==> config.mk <==
export PLATFORM = sky130hd
export DESIGN_NAME = pipeline_hazard_ctrl_flat
export DESIGN_NICKNAME = d
export VERILOG_FILES = /design/src/rtl/pipeline_hazard_ctrl_pkg.sv /design/src/rtl/pipeline_hazard_ctrl_if.sv /design/src/rtl/pipeline_hazard_ctrl_cmp.sv /design/src/rtl/pipeline_hazard_ctrl.sv /design/src/flat_wrapper.sv
export SDC_FILE = /design/constraint.sdc
export NUM_CORES = 1
export LEC_CHECK = 0
export ABC_CLOCK_PERIOD_IN_PS = 3200
export CAP_MARGIN = 25
export CORE_UTILIZATION = 35
export CTS_CLUSTER_SIZE = 10
export DETAILED_ROUTE_END_ITERATION = 8
export GPL_TIMING_DRIVEN = 0
export PLACE_DENSITY_LB_ADDON = 0.3
export RECOVER_POWER = 100
export SYNTH_ARGS = -nofsm -noshare
export SYNTH_HDL_FRONTEND = slang
export SYNTH_SLANG_ARGS = --single-unit
==> constraint.sdc <==
create_clock -name clk -period 3.2 [get_ports clk]
set_clock_uncertainty 0.1 [all_clocks]
set_input_delay 0.64 -clock clk [delete_from_list [all_inputs] [get_ports clk]]
set_output_delay 0.64 -clock clk [all_outputs]
set_load 0.02 [all_outputs]
==> src/rtl/pipeline_hazard_ctrl_pkg.sv <==
// rtl/pipeline_hazard_ctrl_pkg.sv - shared types for the pipeline hazard controller
package pipe_pkg;

    localparam int REG_W = 5;

    typedef struct packed {
        logic [REG_W-1:0] dest;
        logic             wb;
        logic             ld;
    } sb_entry_t;

    typedef enum logic [0:0] {
        RUN      = 1'b0,
        MEM_WAIT = 1'b1
    } ctrl_state_t;

    localparam sb_entry_t SB_INVALID = '0;

endpackage

==> src/rtl/pipeline_hazard_ctrl_if.sv <==
// rtl/pipeline_hazard_ctrl_if.sv - ID-stage inputs and pipeline control outputs
interface pipeline_hazard_ctrl_if #(
    parameter int CNT_W = 16
);
    import pipe_pkg::*;

    logic             id_valid;
    logic [REG_W-1:0] id_src1;
    logic [REG_W-1:0] id_src2;
    logic             id_two_src;
    logic [REG_W-1:0] id_dest;
    logic             id_wb_en;
    logic             id_mem_r_en;
    logic             exe_br_taken;
    logic             mem_busy;

    logic             pc_freeze;
    logic             ifid_freeze;
    logic             ifid_flush;
    logic             idex_flush;
    logic             pipe_freeze;
    logic [CNT_W-1:0] stall_cnt;

    modport master (
        output id_valid, id_src1, id_src2, id_two_src, id_dest, id_wb_en, id_mem_r_en,
        output exe_br_taken, mem_busy,
        input  pc_freeze, ifid_freeze, ifid_flush, idex_flush, pipe_freeze, stall_cnt
    );

    modport slave (
        input  id_valid, id_src1, id_src2, id_two_src, id_dest, id_wb_en, id_mem_r_en,
        input  exe_br_taken, mem_busy,
        output pc_freeze, ifid_freeze, ifid_flush, idex_flush, pipe_freeze, stall_cnt
    );

endinterface

==> src/rtl/pipeline_hazard_ctrl_cmp.sv <==
// rtl/pipeline_hazard_ctrl_cmp.sv - one scoreboard entry against the ID sources
module hazard_cmp
    import pipe_pkg::*;
(
    input  sb_entry_t        entry,
    input  logic             ld_only,
    input  logic             id_valid,
    input  logic [REG_W-1:0] id_src1,
    input  logic [REG_W-1:0] id_src2,
    input  logic             id_two_src,
    output logic             hit
);

    logic src_match;

    // r0 is hard-wired zero, so a write to it never creates a dependency
    assign src_match = (entry.dest == id_src1) || (id_two_src && (entry.dest == id_src2));
    assign hit = id_valid && entry.wb && (entry.dest != '0) && src_match
                 && (!ld_only || entry.ld);

endmodule

==> src/rtl/pipeline_hazard_ctrl.sv <==
// rtl/pipeline_hazard_ctrl.sv - RAW stall, branch flush and memory freeze sequencing
module pipeline_hazard_ctrl
    import pipe_pkg::*;
#(
    parameter int FORWARD_EN = 1,
    parameter int CNT_W      = 16
) (
    input  logic                 clk,
    input  logic                 rst,
    pipeline_hazard_ctrl_if.slave hz
);

    localparam logic [0:0]       ST_RUN      = RUN;
    localparam logic [0:0]       ST_MEM_WAIT = MEM_WAIT;
    localparam logic [CNT_W-1:0] CNT_ONE     = {{(CNT_W-1){1'b0}}, 1'b1};

    logic [0:0]       state;
    sb_entry_t        sb_ex;
    sb_entry_t        sb_mem;
    logic [CNT_W-1:0] stall_cnt;

    logic ex_hit;
    logic mem_hit;
    logic hazard;
    logic frozen;
    logic pc_freeze;
    logic ifid_freeze;
    logic ifid_flush;
    logic idex_flush;
    logic pipe_freeze;

    hazard_cmp u_cmp_ex (
        .entry      (sb_ex),
        .ld_only    (FORWARD_EN != 0),
        .id_valid   (hz.id_valid),
        .id_src1    (hz.id_src1),
        .id_src2    (hz.id_src2),
        .id_two_src (hz.id_two_src),
        .hit        (ex_hit)
    );

    hazard_cmp u_cmp_mem (
        .entry      (sb_mem),
        .ld_only    (1'b0),
        .id_valid   (hz.id_valid),
        .id_src1    (hz.id_src1),
        .id_src2    (hz.id_src2),
        .id_two_src (hz.id_two_src),
        .hit        (mem_hit)
    );

    // with forwarding only a load still in EX cannot be bypassed in time
    assign hazard = (FORWARD_EN != 0) ? ex_hit : (ex_hit || mem_hit);

    // mem_busy is level-sensitive: MEM_WAIT releases the same cycle it drops
    always_comb begin
        frozen = hz.mem_busy;
        case (state)
            ST_MEM_WAIT: frozen = hz.mem_busy;
            default:     frozen = hz.mem_busy;
        endcase
    end

    always_comb begin
        pc_freeze   = 1'b0;
        ifid_freeze = 1'b0;
        ifid_flush  = 1'b0;
        idex_flush  = 1'b0;
        pipe_freeze = 1'b0;
        if (!rst) begin
            if (frozen) begin
                pc_freeze   = 1'b1;
                ifid_freeze = 1'b1;
                pipe_freeze = 1'b1;
            end else if (hz.exe_br_taken) begin
                ifid_flush  = 1'b1;
                idex_flush  = 1'b1;
            end else if (hazard) begin
                pc_freeze   = 1'b1;
                ifid_freeze = 1'b1;
                idex_flush  = 1'b1;
            end
        end
    end

    always_ff @(posedge clk or posedge rst) begin
        if (rst) begin
            state     <= ST_RUN;
            sb_ex     <= SB_INVALID;
            sb_mem    <= SB_INVALID;
            stall_cnt <= '0;
        end else begin
            state <= hz.mem_busy ? ST_MEM_WAIT : ST_RUN;
            if (!pipe_freeze) begin
                sb_mem <= sb_ex;
                sb_ex  <= idex_flush ? SB_INVALID :
                          '{dest: hz.id_dest,
                            wb:   hz.id_wb_en && hz.id_valid,
                            ld:   hz.id_mem_r_en && hz.id_valid};
            end
            if (pc_freeze && (stall_cnt != '1)) begin
                stall_cnt <= stall_cnt + CNT_ONE;
            end
        end
    end

    assign hz.pc_freeze   = pc_freeze;
    assign hz.ifid_freeze = ifid_freeze;
    assign hz.ifid_flush  = ifid_flush;
    assign hz.idex_flush  = idex_flush;
    assign hz.pipe_freeze = pipe_freeze;
    assign hz.stall_cnt   = stall_cnt;

endmodule

==> src/flat_wrapper.sv <==
// flat-port wrapper written by rule: the top's interface ports become plain ports
module pipeline_hazard_ctrl_flat import pipe_pkg::*;
#(
    parameter int FORWARD_EN = 1,
    parameter int CNT_W      = 16
)
  (clk, rst, hz_id_valid, hz_id_src1, hz_id_src2, hz_id_two_src, hz_id_dest, hz_id_wb_en, hz_id_mem_r_en, hz_exe_br_taken, hz_mem_busy, hz_pc_freeze, hz_ifid_freeze, hz_ifid_flush, hz_idex_flush, hz_pipe_freeze, hz_stall_cnt);
  pipeline_hazard_ctrl_if #(.CNT_W(CNT_W)) hz_i ();
  input  logic clk;
  input  logic rst;
  input wire logic [$bits(hz_i.id_valid)-1:0] hz_id_valid;
  input wire logic [$bits(hz_i.id_src1)-1:0] hz_id_src1;
  input wire logic [$bits(hz_i.id_src2)-1:0] hz_id_src2;
  input wire logic [$bits(hz_i.id_two_src)-1:0] hz_id_two_src;
  input wire logic [$bits(hz_i.id_dest)-1:0] hz_id_dest;
  input wire logic [$bits(hz_i.id_wb_en)-1:0] hz_id_wb_en;
  input wire logic [$bits(hz_i.id_mem_r_en)-1:0] hz_id_mem_r_en;
  input wire logic [$bits(hz_i.exe_br_taken)-1:0] hz_exe_br_taken;
  input wire logic [$bits(hz_i.mem_busy)-1:0] hz_mem_busy;
  output wire logic [$bits(hz_i.pc_freeze)-1:0] hz_pc_freeze;
  output wire logic [$bits(hz_i.ifid_freeze)-1:0] hz_ifid_freeze;
  output wire logic [$bits(hz_i.ifid_flush)-1:0] hz_ifid_flush;
  output wire logic [$bits(hz_i.idex_flush)-1:0] hz_idex_flush;
  output wire logic [$bits(hz_i.pipe_freeze)-1:0] hz_pipe_freeze;
  output wire logic [$bits(hz_i.stall_cnt)-1:0] hz_stall_cnt;
  assign hz_i.id_valid = hz_id_valid;
  assign hz_i.id_src1 = hz_id_src1;
  assign hz_i.id_src2 = hz_id_src2;
  assign hz_i.id_two_src = hz_id_two_src;
  assign hz_i.id_dest = hz_id_dest;
  assign hz_i.id_wb_en = hz_id_wb_en;
  assign hz_i.id_mem_r_en = hz_id_mem_r_en;
  assign hz_i.exe_br_taken = hz_exe_br_taken;
  assign hz_i.mem_busy = hz_mem_busy;
  assign hz_pc_freeze = hz_i.pc_freeze;
  assign hz_ifid_freeze = hz_i.ifid_freeze;
  assign hz_ifid_flush = hz_i.ifid_flush;
  assign hz_idex_flush = hz_i.idex_flush;
  assign hz_pipe_freeze = hz_i.pipe_freeze;
  assign hz_stall_cnt = hz_i.stall_cnt;
  pipeline_hazard_ctrl #(.FORWARD_EN(FORWARD_EN), .CNT_W(CNT_W)) u_core (.clk(clk), .rst(rst), .hz(hz_i));
endmodule
==> run_results.csv, run 1 <==
group,metric,value,unit
placed_design,dp_cells,217,
placed_design,port_buffers,43,
sta,setup_viol_count_final,0,
setup_path,crit_chain,"clkdlybuf4s50_1 > xor2_1 > nor4_2 > a32oi_2 > o41ai_4 > buf_4 > buf_4",
floorplan,fp-row-count,21,
global_routing,grt_overflow,0,
global_routing,track_usage,17.17,%
setup_path,cp_top_family,"buffers and inverters",
clock_network,clock_latency,0.30,ns
setup_path,start_kind,"input port",
sta,finalHoldViolations,0,
placed_design,place_area,1760,µm²
drt,viasPerCell,5.013,
setup_path,path_depth,7,
sta,slew_violations,0,
synthesis,postSynthAreaPerCell,9.883,µm²
final_layout,final_design_area_no_fill,1773,µm²
floorplan,die_w,62.12,µm
setup_path,crit_path_end_kind,"output pin",
drt,wl,3023,µm
status,outcome,"finished, final reports clean",
drt,post_drt_wl_per_cell,13.50,µm
clock_network,cts_tree,"done",
synthesis,netlist.top_cell.by_area,"dfrtp_1",
synthesis,syn_inst,128,
floorplan,dieArea,3859,µm²
sta,finalCritPeriodShare,96.45,%
clock_network,clock-sinks,23,
final_layout,syn_to_final_growth,40.16,%
synthesis,syn_nets,152,
setup_path,crit_buf_inv,3,
sta,finalSetupTns,0,ns
drt,drt.antenna.violating_nets,0,
min_path,hp-class,"flop to flop",
setup_path,path_class,"input port to output pin",
global_routing,grt_max_degree,13,
synthesis,synth_area_leaders,"dfrtp_1 45%, xor2_1 14%, nand2_1 5.0%",
synthesis,ys_seq_area_share,45.50,%
clock_network,clkTransAtPathRegs,0.12,ns
setup_path,startpoint,"hz_id_src2[4]",
floorplan,core-area,3390,µm²
synthesis,synth.top_cell.area_share,45.50,%
global_routing,grt_pass1_vias,1148,
setup_path,cpMaxStageDelayCell,"clkdlybuf4s50_1",
global_routing,antenna_found_initial,0,
synthesis,yosysUniqueCellTypes,27,
setup_path,r2r-start,"u_core.hz.stall_cnt[0]",
synthesis,ys_warn_count,0,
setup_path,crit_fanout,3,
drt,vias,1123,
drt,drt_iter0_markers,57,
setup_path,r2r_end,"u_core.hz.stall_cnt[1]",
sta,clock.fmax,324.0,MHz
clock_network,cts.path.max_buffers,2,
setup_path,arrival,2.35,ns
setup_path,reg2reg_depth,7,
sta,tightest_slew,0.6508,ns
global_routing,grt_pass1_wl,5368,µm
sta,fin_crit,3.086,ns
final_layout,fin_cells,224,
final_layout,layout.nets,203,
setup_path,crit_path_frequent_cell,"buf_4",
power_and_ir_drop,p_leak,0.7693,nW
placed_design,gp_congestion,0.7776,
synthesis,ys_seq_elements,23,
final_layout,antenna_cells,0,
placed_design,dp_hpwl,2115,µm
clock_network,htreeDepth,1,
drt,dr.pass1.iters,4,
clock_network,cts_root_buf,"clkbuf_4",
sta,rsz0062_at_grt,"no",
final_layout,drive_above_1_share,8.427,%
drt,route.detailed.drc,0,
sta,whs,0.4033,ns
final_layout,multi_input_comb_area,648.1,µm²
floorplan,start_util,37.32,%
floorplan,fp.dieH,62.12,µm
power_and_ir_drop,p_per_area,506.8,nW/µm²
setup_path,cp-endpoint,"hz_pc_freeze",
clock_network,cts_buffers,3,
setup_path,r2r_slack,0.45,ns
sta,relSlewSlack,56.61,%
floorplan,ios,44,
synthesis,syn-cell-area,1265,µm²
run,drv_cap,0,
power_and_ir_drop,max-vdd-ir-drop,303.7,µV
setup_path,crit_required,2.46,ns
final_layout,fill_cells,319,
setup_path,critPathMaxStageDelay,0.42,ns
final_layout,ff_latch_area,575.6,µm²
==> Yosys cell counts (all sizes together) <==
library cell	count
a21oi	2
a32oi	1
and3	1
buf	2
clkinv	1
dfrtp	23
ha	1
inv	4
mux2	1
nand2	17
nand3	10
nand4	3
nor2	9
nor3	8
nor3b	1
nor4	7
o2111ai	1
o21a	1
o21ai	7
o21ba	1
o41ai	1
or4	2
xnor2	4
xor2	20
==> sequential cells by signal, summed over array words and instances (netlist names) <==
| name | flops |
|---|---|
| u_core.sb_ex | 7 |
| u_core.hz.stall_cnt | 16 |
==> worst min-delay path by stage <==
stage | start | end | slack, ns | depth (start not counted)
floorplan | u_core.sb_ex[0] | u_core.sb_ex[0] | 0.37 | 2
global placement | u_core.hz.stall_cnt[15] | u_core.hz.stall_cnt[15] | 0.38 | 1
detailed placement | u_core.hz.stall_cnt[15] | u_core.hz.stall_cnt[15] | 0.39 | 1
CTS | u_core.hz.stall_cnt[15] | u_core.hz.stall_cnt[15] | 0.41 | 1
global route | u_core.hz.stall_cnt[11] | u_core.hz.stall_cnt[11] | 0.43 | 1
finish | u_core.hz.stall_cnt[15] | u_core.hz.stall_cnt[15] | 0.40 | 1
==> final cells by class <==
cell class / instances / share of cell area, %
Buffer: 2 / 0.6351
Clock buffer: 4 / 1.482
Inverter: 5 / 1.270
Multi-Input combinational cell: 98 / 36.56
Sequential cell: 23 / 32.46
Tap cell: 46 / 3.246
Timing Repair Buffer: 45 / 24.06
Timing Repair inverter: 1 / 0.2823
==> where the power goes <==
part           switching [mW]  internal [mW]  total [mW]
combinational           0.185          0.156       0.340
clock                  0.0798         0.0485       0.128
sequential             0.0822          0.347       0.430
total                   0.347          0.552       0.898
==> layer usage <==
layer / vias to the layer above / wire (µm) / track usage (%)
li1: 550 / - / -
met1: 531 / 1450 / 23.34
met2: 38 / 1414 / 27.88
met3: 4 / 129 / 3.125
met4: 0 / 27 / 4.942
met5: - / 0 / 0
==> kinds of logic (layout without fill, tap and decap cells) <==
kind of cell / count (synthesis) / after routing / share of synthesized area, %
simple gates: 58 / 58 / 25.02
xor+xnor: 24 / 24 / 16.62
flops: 23 / 23 / 45.50
compound gates: 14 / 14 / 8.012
buf+inv: 7 / 57 / 2.967
fa+ha+maj: 1 / 1 / 0.9890
mux: 1 / 1 / 0.8901
==> stage by stage <==
step,total power [mW],setup WS (ns),util [%]
floorplan,0.6126,0.3318,-
finish,0.8985,0.1135,52.31
global route,0.9571,0.01618,52.31
CTS,0.9344,0.01374,54.08
global placement,0.7785,-0.8278,51.94
detailed placement,0.7896,-0.8834,51.94
==> layout by cell type, fill, tap and decap left out, types with 3 or more instances in the layout <==
master	count
dfrtp_1	23
clkdlybuf4s50_1	22
xor2_1	20
dlygate4sd3_1	17
nand2_1	16
nand3_1	10
nor2_1	9
nor3_1	7
o21ai_0	7
nor4_1	6
xnor2_1	4
clkbuf_1	4
nand4_1	3
inv_1	3
buf_4	3
clkbuf_4	3
==> timing repair <==
action | 4_1_cts | 5_1_grt
cloned | 1 | 0
setup buffers | 2 | 0
pin swaps | 1 | 2
hold buffers | 0 | 0
endpoints found under the setup margin | 4 | 2
resized for setup | 11 | 5
hold endpoints to repair | 0 | 0
No activity file was read; power rests on OpenSTA's default activity.
==> run 2, diff against run 1 <==
Settings changed: CORE_UTILIZATION 35 to 44.
==> run_results.csv, run 2 (same netlist as run 1, synthesis figures left out) <==
group,metric,value,unit
clock_network,clock-sinks,23,
drt,wl,3094,µm
clock_network,cts_buffers,3,
power_and_ir_drop,p_leak,0.7887,nW
global_routing,grt_max_degree,13,
setup_path,path_class,"input port to output pin",
floorplan,ios,44,
drt,post_drt_wl_per_cell,14.73,µm
sta,finalHoldViolations,0,
final_layout,ff_latch_area,575.6,µm²
final_layout,layout.nets,204,
global_routing,grt_pass1_wl,5299,µm
clock_network,clkTransAtPathRegs,0.12,ns
floorplan,start_util,46.27,%
run,drv_cap,0,
global_routing,antenna_found_initial,0,
sta,clock.fmax,321.7,MHz
sta,finalSetupTns,0,ns
setup_path,crit_buf_inv,3,
status,outcome,"finished, final reports clean",
sta,fin_crit,3.109,ns
global_routing,grt_pass1_vias,1230,
final_layout,final_design_area_no_fill,1767,µm²
sta,slew_violations,0,
final_layout,top_regs,"u_core.hz.stall_cnt: 16 flops, u_core.sb_ex: 7 flops",
drt,drt_iter0_markers,29,
setup_path,arrival,2.37,ns
sta,rsz0062_at_grt,"no",
setup_path,reg2reg_depth,7,
clock_network,cts_root_buf,"clkbuf_4",
global_routing,track_usage,21.89,%
setup_path,crit_chain,"clkdlybuf4s50_1 > xor2_1 > nor4_2 > a32oi_2 > o41ai_4 > buf_4 > buf_6",
sta,setup_viol_count_final,0,
final_layout,largest_reg_flops,16,
final_layout,final_cell_mix,"23 x dfrtp_1, 20 x xor2_1, 20 x clkdlybuf4s50_1, 17 x nand2_1, 17 x dlygate4sd3_1",
setup_path,crit_required,2.46,ns
floorplan,fp.dieH,55.62,µm
drt,route.detailed.drc,0,
floorplan,fp-row-count,19,
sta,tightest_slew,0.6510,ns
clock_network,clock_latency,0.30,ns
floorplan,die_w,55.62,µm
final_layout,drive_above_1_share,10.06,%
min_path,hp-class,"flop to flop",
floorplan,core-area,2734,µm²
min_path,whs_path_depth,1,
final_layout,syn_to_final_growth,39.66,%
placed_design,dp_hpwl,2336,µm
clock_network,cts_hold_buf,0,
placed_design,port_buffers,43,
setup_path,cpMaxStageDelayCell,"clkdlybuf4s50_1",
power_and_ir_drop,p_per_area,505.8,nW/µm²
final_layout,multi_input_comb_area,650.6,µm²
setup_path,crit_path_end_kind,"output pin",
clock_network,cts.path.max_buffers,2,
clock_network,cts_tree,"done",
placed_design,gp_congestion,0.7784,
drt,drt.antenna.violating_nets,0,
sta,relSlewSlack,56.60,%
final_layout,final_common_cell,"dfrtp_1",
sta,finalCritPeriodShare,97.15,%
final_layout,largest_register,"u_core.hz.stall_cnt",
floorplan,dieArea,3094,µm²
clock_network,htreeDepth,1,
drt,viasPerCell,5.462,
final_layout,antenna_cells,0,
setup_path,crit_fanout,3,
setup_path,cp_top_family,"buffers and inverters",
final_layout,fill_cells,236,
placed_design,place_area,1742,µm²
setup_path,start_kind,"input port",
drt,vias,1147,
setup_path,critPathMaxStageDelay,0.41,ns
power_and_ir_drop,max-vdd-ir-drop,440.6,µV
global_routing,grt_overflow,0,
drt,dr.pass1.iters,5,
setup_path,path_depth,7,
final_layout,utilization,64.62,%
[run 2: cell types whose count changed in the layout (fill, tap and decap cells not counted)]
cell	delta
dlymetal6s2s_1	+1
clkdlybuf4s50_1	-2
clkbuf_1	-1
nor3_1	-1
clkbuf_2	+2
nand2_2	-1
nand2_1	+1
buf_6	+1
nor3_2	+1
[run 2: per-layer routing]
metal,vias to the layer above,global-route usage [%],share of wire (%)
met5,-,0,0
met4,0,4.643,0.68
met3,6,6.512,5.9
met2,41,42.34,55
met1,552,23.09,38
li1,548,-,-
[run 2: layout make-up]
| type | count | share of cell area (%) |
|---|---|---|
| multi-input cells | 98 | 36.83 |
| flip-flops and latches | 23 | 32.58 |
| repair buffers | 46 | 24.65 |
| well taps | 31 | 2.195 |
| clock buffers | 4 | 1.487 |
| inverters | 5 | 1.275 |
| plain buffers | 2 | 0.7082 |
| repair inverters | 1 | 0.2833 |
[run 2: report_power, final]
part           switching [mW]  leakage [nW]  internal (mW)
Sequential             0.0791         0.286          0.348
Clock                  0.0836        0.0150         0.0486
Combinational           0.179         0.488          0.155
Total                   0.342         0.789          0.551
[run 2: stage by stage]
| step | hold WS [ns] | total power, mW | cells | setup slack, ns |
|---|---|---|---|---|
| 2_1_floorplan | 0.3675 | 0.6126 | 128 | 0.3318 |
| 3_3_place_gp | 0.3822 | 0.7783 | 202 | -0.8266 |
| 3_5_place_dp | 0.3939 | 0.7937 | 202 | -0.8689 |
| 4_1_cts | 0.4137 | 0.9335 | 210 | -0.08776 |
| 5_1_grt | 0.4195 | 0.9547 | 210 | 0.001543 |
| 6_report | 0.4010 | 0.8936 | 210 | 0.09135 |
[run 2: path summary, 6_finish.rpt]
path | from | to | slack, ns
min | u_core.hz.stall_cnt[15] | u_core.hz.stall_cnt[15] | 0.40
max | hz_id_src2[2] | hz_pc_freeze | 0.09
min in group asynchronous | rst | u_core.hz.stall_cnt[12] | 0.44
min reg2reg | u_core.hz.stall_cnt[15] | u_core.hz.stall_cnt[15] | 0.40
max reg2reg | u_core.hz.stall_cnt[0] | u_core.hz.stall_cnt[1] | 0.56
max in group asynchronous | rst | u_core.hz.stall_cnt[6] | 2.00
[run 2: timing repair]
item                                    4_1_cts  5_1_grt
endpoints found under the setup margin        4        3
gates cloned                                  1        0
resized for setup                            10       11
buffers inserted                              3        0
pin swaps                                     2        3
hold endpoints to repair                      0        0
